===== config.mk =====
export PLATFORM = sky130hd
export DESIGN_NAME = reg_scoreboard_flat
export DESIGN_NICKNAME = d
export VERILOG_FILES = /design/src/rtl/reg_scoreboard_if.sv /design/src/rtl/reg_scoreboard.sv /design/src/flat_wrapper.sv
export SDC_FILE = /design/constraint.sdc
export NUM_CORES = 1
export LEC_CHECK = 0
export CORE_AREA = 2 2 92 117
export DETAILED_ROUTE_END_ITERATION = 7
export DIE_AREA = 0 0 94 119
export HOLD_SLACK_MARGIN = 0.08
export PLACE_DENSITY = 0.75
export SLEW_MARGIN = 20
export SYNTH_ARGS = -nofsm -noshare
export SYNTH_HDL_FRONTEND = slang
export SYNTH_SLANG_ARGS = --single-unit

===== constraint.sdc =====
create_clock -name I_CLOCK -period 15.9 [get_ports I_CLOCK]
set_input_delay 3.18 -clock I_CLOCK [delete_from_list [all_inputs] [get_ports I_CLOCK]]
set_output_delay 3.18 -clock I_CLOCK [all_outputs]
set_load 0.02 [all_outputs]

===== src/rtl/reg_scoreboard_if.sv =====
// Decode/writeback handshake bundle for reg_scoreboard.
interface reg_scoreboard_if #(
  parameter int unsigned NUM_REGS  = 16,
  parameter int unsigned TOT_WIDTH = 4,
  parameter int unsigned IDX_WIDTH = 4
);
  logic                 I_LOCK;
  logic                 I_IssueValid;
  logic                 I_Src1Use;
  logic                 I_Src2Use;
  logic [IDX_WIDTH-1:0] I_Src1Idx;
  logic [IDX_WIDTH-1:0] I_Src2Idx;
  logic                 I_DestWrite;
  logic [IDX_WIDTH-1:0] I_DestIdx;
  logic                 I_UsesCC;
  logic                 I_WBValid;
  logic [IDX_WIDTH-1:0] I_WBIdx;
  logic                 I_Flush;
  logic                 O_Stall;
  logic                 O_Issue;
  logic [NUM_REGS-1:0]  O_Busy;
  logic [TOT_WIDTH-1:0] O_InFlight;
  logic                 O_Error;

  modport master (
    output I_LOCK, I_IssueValid, I_Src1Use, I_Src2Use, I_Src1Idx, I_Src2Idx,
           I_DestWrite, I_DestIdx, I_UsesCC, I_WBValid, I_WBIdx, I_Flush,
    input  O_Stall, O_Issue, O_Busy, O_InFlight, O_Error
  );

  modport slave (
    input  I_LOCK, I_IssueValid, I_Src1Use, I_Src2Use, I_Src1Idx, I_Src2Idx,
           I_DestWrite, I_DestIdx, I_UsesCC, I_WBValid, I_WBIdx, I_Flush,
    output O_Stall, O_Issue, O_Busy, O_InFlight, O_Error
  );
endinterface


===== src/rtl/reg_scoreboard.sv =====
// Register-dependence scoreboard with saturating pending-write counters.
// Define REG_SCOREBOARD_WB_FWD_EN to let same-cycle writebacks release dependents.
module reg_scoreboard #(
  parameter int unsigned NUM_REGS  = 16,
  parameter int unsigned CNT_WIDTH = 2,
  parameter int unsigned TOT_WIDTH = 4
) (
  input logic              I_CLOCK,
  input logic              I_RESET,
  reg_scoreboard_if.slave  sb
);
  localparam logic [CNT_WIDTH-1:0] CNT_MAX = '1;
  localparam logic [TOT_WIDTH-1:0] TOT_MAX = '1;

  logic [CNT_WIDTH-1:0] cnt_q [NUM_REGS];
  logic [CNT_WIDTH-1:0] cnt_d [NUM_REGS];
  logic [TOT_WIDTH-1:0] tot_q, tot_d;
  logic                 err_q, err_d;
  logic [NUM_REGS-1:0]  busy_q, busy_d;

  logic [CNT_WIDTH-1:0] eff_src1, eff_src2, eff_dest;
  logic [TOT_WIDTH-1:0] eff_tot;
  logic                 wb_hit, tot_dec, inc, stall_c, issue_c;

  // A writeback only retires something if the register actually has a pending write.
  assign wb_hit  = sb.I_WBValid && (cnt_q[sb.I_WBIdx] != '0);
  assign tot_dec = wb_hit && (tot_q != '0);

  // Effective counts seen by the stall check
  always_comb begin
    eff_src1 = cnt_q[sb.I_Src1Idx];
    eff_src2 = cnt_q[sb.I_Src2Idx];
    eff_dest = cnt_q[sb.I_DestIdx];
    eff_tot  = tot_q;
`ifdef REG_SCOREBOARD_WB_FWD_EN
    if (wb_hit) begin
      if (sb.I_WBIdx == sb.I_Src1Idx) eff_src1 = eff_src1 - CNT_WIDTH'(1);
      if (sb.I_WBIdx == sb.I_Src2Idx) eff_src2 = eff_src2 - CNT_WIDTH'(1);
      if (sb.I_WBIdx == sb.I_DestIdx) eff_dest = eff_dest - CNT_WIDTH'(1);
    end
    if (tot_dec) eff_tot = eff_tot - TOT_WIDTH'(1);
`endif
  end

  always_comb begin
    stall_c = sb.I_LOCK && sb.I_IssueValid &&
              ((sb.I_Src1Use   && (eff_src1 != '0))     ||
               (sb.I_Src2Use   && (eff_src2 != '0))     ||
               (sb.I_DestWrite && (eff_dest == CNT_MAX)) ||
               (sb.I_UsesCC    && (eff_tot != '0)));
    issue_c = sb.I_LOCK && sb.I_IssueValid && !stall_c;
  end

  assign inc = issue_c && sb.I_DestWrite;

  // Next-state for counters and sticky error
  always_comb begin
    cnt_d = cnt_q;
    tot_d = tot_q;
    err_d = err_q;
    if (sb.I_LOCK) begin
      if (sb.I_Flush) begin
        cnt_d = '{default: '0};
        tot_d = '0;
      end else begin
        if (inc)    cnt_d[sb.I_DestIdx] = cnt_d[sb.I_DestIdx] + CNT_WIDTH'(1);
        if (wb_hit) cnt_d[sb.I_WBIdx]   = cnt_d[sb.I_WBIdx] - CNT_WIDTH'(1);
        if (sb.I_WBValid && !wb_hit) err_d = 1'b1;
        if (inc && !tot_dec) begin
          if (tot_q == TOT_MAX) err_d = 1'b1;
          else                  tot_d = tot_q + TOT_WIDTH'(1);
        end else if (!inc && tot_dec) begin
          tot_d = tot_q - TOT_WIDTH'(1);
        end
      end
    end
  end

  always_comb begin
    busy_d = '0;
    for (int unsigned i = 0; i < NUM_REGS; i++) busy_d[i] = (cnt_d[i] != '0);
  end

  always_ff @(posedge I_CLOCK) begin
    if (I_RESET) begin
      cnt_q  <= '{default: '0};
      tot_q  <= '0;
      err_q  <= 1'b0;
      busy_q <= '0;
    end else begin
      cnt_q  <= cnt_d;
      tot_q  <= tot_d;
      err_q  <= err_d;
      busy_q <= busy_d;
    end
  end

  assign sb.O_Stall    = stall_c;
  assign sb.O_Issue    = issue_c;
  assign sb.O_Busy     = busy_q;
  assign sb.O_InFlight = tot_q;
  assign sb.O_Error    = err_q;
endmodule


===== src/flat_wrapper.sv =====
// flat-port wrapper written by rule: the top's interface ports become plain ports
module reg_scoreboard_flat 
#(
  parameter int unsigned NUM_REGS  = 16,
  parameter int unsigned CNT_WIDTH = 2,
  parameter int unsigned TOT_WIDTH = 4
)
  (I_CLOCK, I_RESET, sb_I_LOCK, sb_I_IssueValid, sb_I_Src1Use, sb_I_Src2Use, sb_I_Src1Idx, sb_I_Src2Idx, sb_I_DestWrite, sb_I_DestIdx, sb_I_UsesCC, sb_I_WBValid, sb_I_WBIdx, sb_I_Flush, sb_O_Stall, sb_O_Issue, sb_O_Busy, sb_O_InFlight, sb_O_Error);
  reg_scoreboard_if #(.NUM_REGS(NUM_REGS), .TOT_WIDTH(TOT_WIDTH)) sb_i ();
  input logic I_CLOCK;
  input logic I_RESET;
  input wire logic [$bits(sb_i.I_LOCK)-1:0] sb_I_LOCK;
  input wire logic [$bits(sb_i.I_IssueValid)-1:0] sb_I_IssueValid;
  input wire logic [$bits(sb_i.I_Src1Use)-1:0] sb_I_Src1Use;
  input wire logic [$bits(sb_i.I_Src2Use)-1:0] sb_I_Src2Use;
  input wire logic [$bits(sb_i.I_Src1Idx)-1:0] sb_I_Src1Idx;
  input wire logic [$bits(sb_i.I_Src2Idx)-1:0] sb_I_Src2Idx;
  input wire logic [$bits(sb_i.I_DestWrite)-1:0] sb_I_DestWrite;
  input wire logic [$bits(sb_i.I_DestIdx)-1:0] sb_I_DestIdx;
  input wire logic [$bits(sb_i.I_UsesCC)-1:0] sb_I_UsesCC;
  input wire logic [$bits(sb_i.I_WBValid)-1:0] sb_I_WBValid;
  input wire logic [$bits(sb_i.I_WBIdx)-1:0] sb_I_WBIdx;
  input wire logic [$bits(sb_i.I_Flush)-1:0] sb_I_Flush;
  output wire logic [$bits(sb_i.O_Stall)-1:0] sb_O_Stall;
  output wire logic [$bits(sb_i.O_Issue)-1:0] sb_O_Issue;
  output wire logic [$bits(sb_i.O_Busy)-1:0] sb_O_Busy;
  output wire logic [$bits(sb_i.O_InFlight)-1:0] sb_O_InFlight;
  output wire logic [$bits(sb_i.O_Error)-1:0] sb_O_Error;
  assign sb_i.I_LOCK = sb_I_LOCK;
  assign sb_i.I_IssueValid = sb_I_IssueValid;
  assign sb_i.I_Src1Use = sb_I_Src1Use;
  assign sb_i.I_Src2Use = sb_I_Src2Use;
  assign sb_i.I_Src1Idx = sb_I_Src1Idx;
  assign sb_i.I_Src2Idx = sb_I_Src2Idx;
  assign sb_i.I_DestWrite = sb_I_DestWrite;
  assign sb_i.I_DestIdx = sb_I_DestIdx;
  assign sb_i.I_UsesCC = sb_I_UsesCC;
  assign sb_i.I_WBValid = sb_I_WBValid;
  assign sb_i.I_WBIdx = sb_I_WBIdx;
  assign sb_i.I_Flush = sb_I_Flush;
  assign sb_O_Stall = sb_i.O_Stall;
  assign sb_O_Issue = sb_i.O_Issue;
  assign sb_O_Busy = sb_i.O_Busy;
  assign sb_O_InFlight = sb_i.O_InFlight;
  assign sb_O_Error = sb_i.O_Error;
  reg_scoreboard #(.NUM_REGS(NUM_REGS), .CNT_WIDTH(CNT_WIDTH), .TOT_WIDTH(TOT_WIDTH)) u_core (.I_CLOCK(I_CLOCK), .I_RESET(I_RESET), .sb(sb_i));
endmodule

# Word level (Yosys, flattened, before mapping)
# Cells that the tools add are included.
[totals]
register_bits = 53
out_inout_bits = 23
in_bits = 26
word_cells = 116
[classes]
bitwise = 5
n_lt_le_gt_ge = 6
mux = 34
reduce_logical = 45
add_sub_neg = 4
n_eq_ne = 3
[ops]
columns = ["op", "count"]
rows = [
  ["two-way mux 32 bit", 6],
  ["bitwise mux 32 bit", 2],
  ["binary-select mux 2 bit (select 4 bit)", 5],
  ["nonzero test 2 bit", 19],
  ["two-way mux 2 bit", 12],
  [">= comparator 5 bit (second input constant)", 4],
  ["inverter 4 -> 5 bit", 4],
  ["demux 2 bit (select 4 bit)", 2],
  ["two-way mux 4 bit", 4],
  ["logical AND 1 bit", 15],
  ["less-than comparator 5 x 1 -> 1 bit (second input constant)", 2],
  ["adder 4 x 1 -> 4 bit (second input constant)", 1],
  ["== test 4 bit (second input constant)", 1],
  ["zero test 1 bit", 4],
  ["nonzero test 4 bit", 1],
  ["subtractor 4 x 1 -> 4 bit (second input constant)", 1],
  ["logical OR 1 bit", 3],
  ["two-way mux 1 bit", 3],
  ["!= test 3 bit (second input constant)", 1],
  ["AND reduction 3 bit", 1],
  ["nonzero test 3 bit", 1],
  ["adder 2 x 1 -> 2 bit (second input constant)", 1],
  ["== test 2 bit (second input constant)", 1],
  ["AND reduction 2 bit", 1],
  ["2 further kinds", 2],
]

# Depth between registers and ports, before layout
[logic_depth]
depth_word = 25
ltp_mapped = 20
depth_no_buf = 18

# Worst setup path before layout
# OpenSTA, ideal clock, no wires.
[synth_timing]
path_type = "input port to output port"
startpoint = "input port sb_I_DestIdx[0]"
endpoint = "output port sb_O_Issue"
path_stages = 12
path_buffers = 4
t_arrival_ps = 6017
slack_ps = 6703
t_required_ps = 12720
path_cell_list = "clkbuf_1 buf_1 mux4_2 mux4_2 ha_1 nand2_1 nand2_1 a41oi_2 buf_4 buf_6 nand2_1 nor2_1"
[synth_between]
elab_chain_cells = 11
[synth_rtl]
columns = ["element", "line_no", "text"]
rows = [
  ["start, declared", "flat_wrapper.sv:19", "input wire logic [$bits(sb_i.I_DestIdx)-1:0] sb_I_DestIdx;"],
  ["inverter 4 -> 5 bit (not written as such)", "reg_scoreboard.sv:33", "eff_dest = cnt_q[sb.I_DestIdx];"],
  ["binary-select mux 2 bit (select 4 bit)", "reg_scoreboard.sv:33", ""],
  ["two-way mux 2 bit (not written as such) (2 in series)", "reg_scoreboard.sv:33", ""],
  ["== test 2 bit", "reg_scoreboard.sv:49", "(sb.I_DestWrite && (eff_dest == CNT_MAX)) ||"],
  ["logical AND 1 bit", "reg_scoreboard.sv:49", ""],
  ["logical OR 1 bit", "reg_scoreboard.sv:48", "(sb.I_Src2Use && (eff_src2 != '0)) ||"],
  ["logical OR 1 bit", "reg_scoreboard.sv:49", ""],
  ["logical AND 1 bit", "reg_scoreboard.sv:46", "stall_c = sb.I_LOCK && sb.I_IssueValid &&"],
  ["zero test 1 bit", "reg_scoreboard.sv:51", "issue_c = sb.I_LOCK && sb.I_IssueValid && !stall_c;"],
  ["logical AND 1 bit", "reg_scoreboard.sv:51", ""],
  ["end, declared", "flat_wrapper.sv:25", "output wire logic [$bits(sb_i.O_Issue)-1:0] sb_O_Issue;"],
]
# No other way between the ends. The select of a mux whose other input is x is not followed.

# Final worst setup path
# Same ends and word-level chain as after synthesis.

==> flow_summary_export.csv <==
group,metric,value,unit
synth,yosys.area.top_type,"dfxtp_1",
floorplan,rows,42,
timing,tightest_slew,1060,ps
clock_network,clk_path_buf_depth,2,
worst_setup_path,startpoint_type,"input pin",
timing,fin_setup_tns,0,ps
floorplan,ioPinCount,49,
timing,maxSlewHeadroom,29.1,%
synth,yosysTopAreaCellShare,23.8,%
worst_setup_path,rr_worst_depth,16,
detailed_routing,wire_per_inst,23.5,um
power_and_ir_drop,vdd_ir_drop_max,0.0346,mV
cells_and_area,areaGrowthSynthToFinish,15.4,%
cells_and_area,finalNonFillerCells,732,
placement,numPlacedInstances,724,
floorplan,initial_core_util,43.5,%
synth,ys_seq_elements,53,
synth,avgSynthCellArea,7.79,um^2
worst_setup_path,crit_buf_inv,4,
floorplan,core-area,10200,um^2
synth,synth_seq_area_share,23.8,%
timing,timing.hold.ws,493,ps
clock_network,path_clk_slew,70,ps
detailed_routing,vias_per_cell,6.69,
synth,synthArstFlopShare,0,%
worst_setup_path,path_cells,"clkdlybuf4s50_1 > mux4_2 > mux2_2 > o21ai_1 > inv_1 > ha_1 > nand2_1 > nand2_1 > a41oi_2 > buf_4 > nand2_1 > nor2_1 > clkdlybuf4s50_1",
worst_setup_path,worst_path_max_delay_cell,"clkdlybuf4s50_1",
cells_and_area,fin_nets,629,
synth,synthesis.area,4460,um^2
synth,synth_edf_count,0,
power_and_ir_drop,leakage,1.82,nW
global_route,grt_overflow,0,
synth,synth_warnings,0,
timing,clock_skew,7.73,ps
synth,synth_cells,572,
clock_network,cts.repair.resized,0,
clock_network,hold_buffers,0,
timing,finalHoldViolCount,0,
detailed_routing,wirelength,17200,um
worst_setup_path,cp.depth,13,
detailed_routing,firstDrtPassIters,5,
placement,place.port_buffers,48,
clock_network,cts_buffers,5,
cells_and_area,final_area,5140,um^2
worst_setup_path,critPathMostFrequentCell,"nand2_1",
global_route,grt_first_pass_wirelength,26200,um
synth,syn_nets,602,
worst_hold_path,min_path_type,"flop to flop",
detailed_routing,drt_iter0_markers,441,
worst_setup_path,worst_ep_required_time,12720,ps
global_route,grt_max_degree,23,
power_and_ir_drop,finalPower,0.000307,W
synth,ys.flop_type,"dfxtp_1",
worst_setup_path,critical_path_arrival,7300,ps
worst_setup_path,timing.rr.end,"u_core.sb.O_Busy[9]",
worst_hold_path,min_from,"u_core.sb.O_Error",
worst_setup_path,reg2reg_from,"u_core.cnt_q[30]",
floorplan,die_y,119,um
worst_hold_path,holdPathEnd,"u_core.sb.O_Error",
worst_setup_path,crit_path_max_incr_delay,1040,ps
worst_setup_path,cp_top_family,"buffers and inverters",
detailed_routing,via_count,4899,
cells_and_area,drive_above_1_share,9.50,%
worst_setup_path,regToRegSetupSlack,10460,ps
placement,hpwl,13200,um
clock_network,clock-root-buffer,"clkbuf_16",
placement,gp_congestion,1.02,
global_route,grt_usage,30.8,%
worst_setup_path,critPathKind,"input pin to primary output",
worst_setup_path,critical_path.max_fanout,21,
global_route,antenna_found_initial,0,
clock_network,cts_tree,"yes",
outcome,outcome,"finished clean",
timing,rsz0062_at_grt,"no",
timing,max_freq,95.4,MHz
detailed_routing,postRouteAntennaNets,0,
synth,synthTopCellsByArea,"dfxtp_1 (24%), mux4_2 (8.6%), nand2_1 (5.9%)",
timing,fin_crit_sh,65.9,%
global_route,first_global_vias,4443,
clock_network,h-tree-depth,2,
timing,period_needed,10480,ps
timing,finalSetupViolCount,0,
floorplan,die_area,11200,um^2
timing,drv_slew,0,
worst_setup_path,cp-end-kind,"primary output",
power_and_ir_drop,pwr_density_cell,59.7,nW/um^2
clock_network,clkLatencyLatePin,300,ps
synth,synthDistinctLibCells,78,
detailed_routing,drc,0,
placement,placed_cell_area,4990,um^2
clock_network,cts_setup_buffers,0,
run,cap_viol_max_count,0,
clock_network,numClockSinks,53,
worst_hold_path,hold_depth,2,
floorplan,die_x,94,um
cells_and_area,diodes,0,
cell usage in the layout (no fill, tap or decap), drive strengths merged, types with 5 or more instances in the layout:
| cell | n |
|---|---|
| nand2b | 10 |
| or2 | 6 |
| mux2 | 8 |
| nand3 | 25 |
| xnor2 | 10 |
| nor3 | 33 |
| dfxtp | 53 |
| and2 | 7 |
| o31ai | 7 |
| o21ai | 36 |
| mux4 | 18 |
| or3 | 9 |
| o211ai | 10 |
| clkbuf | 7 |
| mux2i | 18 |
| a22oi | 6 |
| a31oi | 9 |
| nand3b | 7 |
| inv | 21 |
| a211oi | 5 |
| clkdlybuf4s50 | 48 |
| nand4 | 10 |
| nor2 | 61 |
| nor4 | 5 |
| nand2 | 70 |
| xor2 | 5 |
| a21oi | 23 |
| nor2b | 6 |
synth_stat cells (4+ instances only):
cell	number
dfxtp_1	53
o211ai_1	9
nor2_1	61
o21ai_1	11
mux2_2	8
mux4_2	17
xor2_1	4
nand3b_1	7
a31oi_1	9
a22o_1	4
o2111ai_1	4
buf_2	4
nor3_1	29
or2_2	5
nand2_1	70
nor4_1	4
nor2b_1	6
xnor2_1	9
a22oi_1	6
mux2i_1	18
a21oi_1	23
clkbuf_1	24
a211oi_1	5
and3_1	4
o22ai_1	4
nand2b_1	10
o21ai_0	25
or3_1	8
and2_1	7
o31ai_1	7
nand4_1	8
inv_1	21
nand3_1	25
worst max path at each step:
stage,startpoint,to,slack (ps)
2_1_floorplan,sb_I_DestIdx[0],sb_O_Issue,6700
3_3_place_gp,sb_I_DestIdx[0],sb_O_Issue,5530
3_5_place_dp,sb_I_DestIdx[0],sb_O_Issue,5410
4_1_cts,sb_I_DestIdx[0],sb_O_Issue,5400
5_1_grt,sb_I_DestIdx[0],sb_O_Issue,5180
6_report,sb_I_DestIdx[0],sb_O_Issue,5420
flip-flops by register name, summed over array words and instances (netlist names):
| signal | count |
|---|---|
| u_core.sb.O_InFlight | 4 |
| u_core.sb.O_Error | 1 |
| u_core.sb.O_Busy | 16 |
| u_core.cnt_q | 32 |
layer usage:
metal  vias up  GRT usage [%]  part of all wire, %  wire, um
li1       2185              -                    -         -
met1      2356           42.0                   40      6930
met2       296           48.1                   46      7910
met3        62           3.29                  8.2      1420
met4         0           15.2                  5.6       956
met5         -              0                    0         0
cell families (layout without fill, tap and decap cells):
group	count (synthesis)	in the layout	share of synthesized area [%]
multiplexers	44	44	15.2
buffers and inverters	54	82	4.91
AO/OA/AOI/OAI	145	145	22.7
flip-flops	53	53	23.8
AND/OR/NAND/NOR	257	257	28.8
XOR/XNOR	15	15	3.29
adder cells (fa/ha/maj)	4	4	1.29
through the flow:
step / util (%) / worst slack, ps
final: 50.2 / 5420
after global routing: 50.2 / 5180
after CTS: 50.1 / 5400
after detailed placement: 48.7 / 5410
after global placement: 48.7 / 5530
after floorplan: - / 6700
power breakdown:
part	internal (W)	switching, W	total [W]
registers	0.000133	0.000000766	0.000134
clock network	0.0000587	0.0000498	0.000108
logic	0.0000220	0.0000427	0.0000647
total	0.000214	0.0000933	0.000307
layout make-up:
class	count	area [um^2]
clock buffer	7	133
sequential	53	1060
timing repair buffer	52	510
tap	132	165
multi-input combinational	465	3180
clock inverter	1	7.51
inverter	22	82.6
fill	1057	5100
tightest hold or removal path, stage by stage, from the launching register on:
cell     delay (ps)
dfxtp_1         350
a21oi_1          50
nor2_1           70
(Power assumes the default switching activity.)
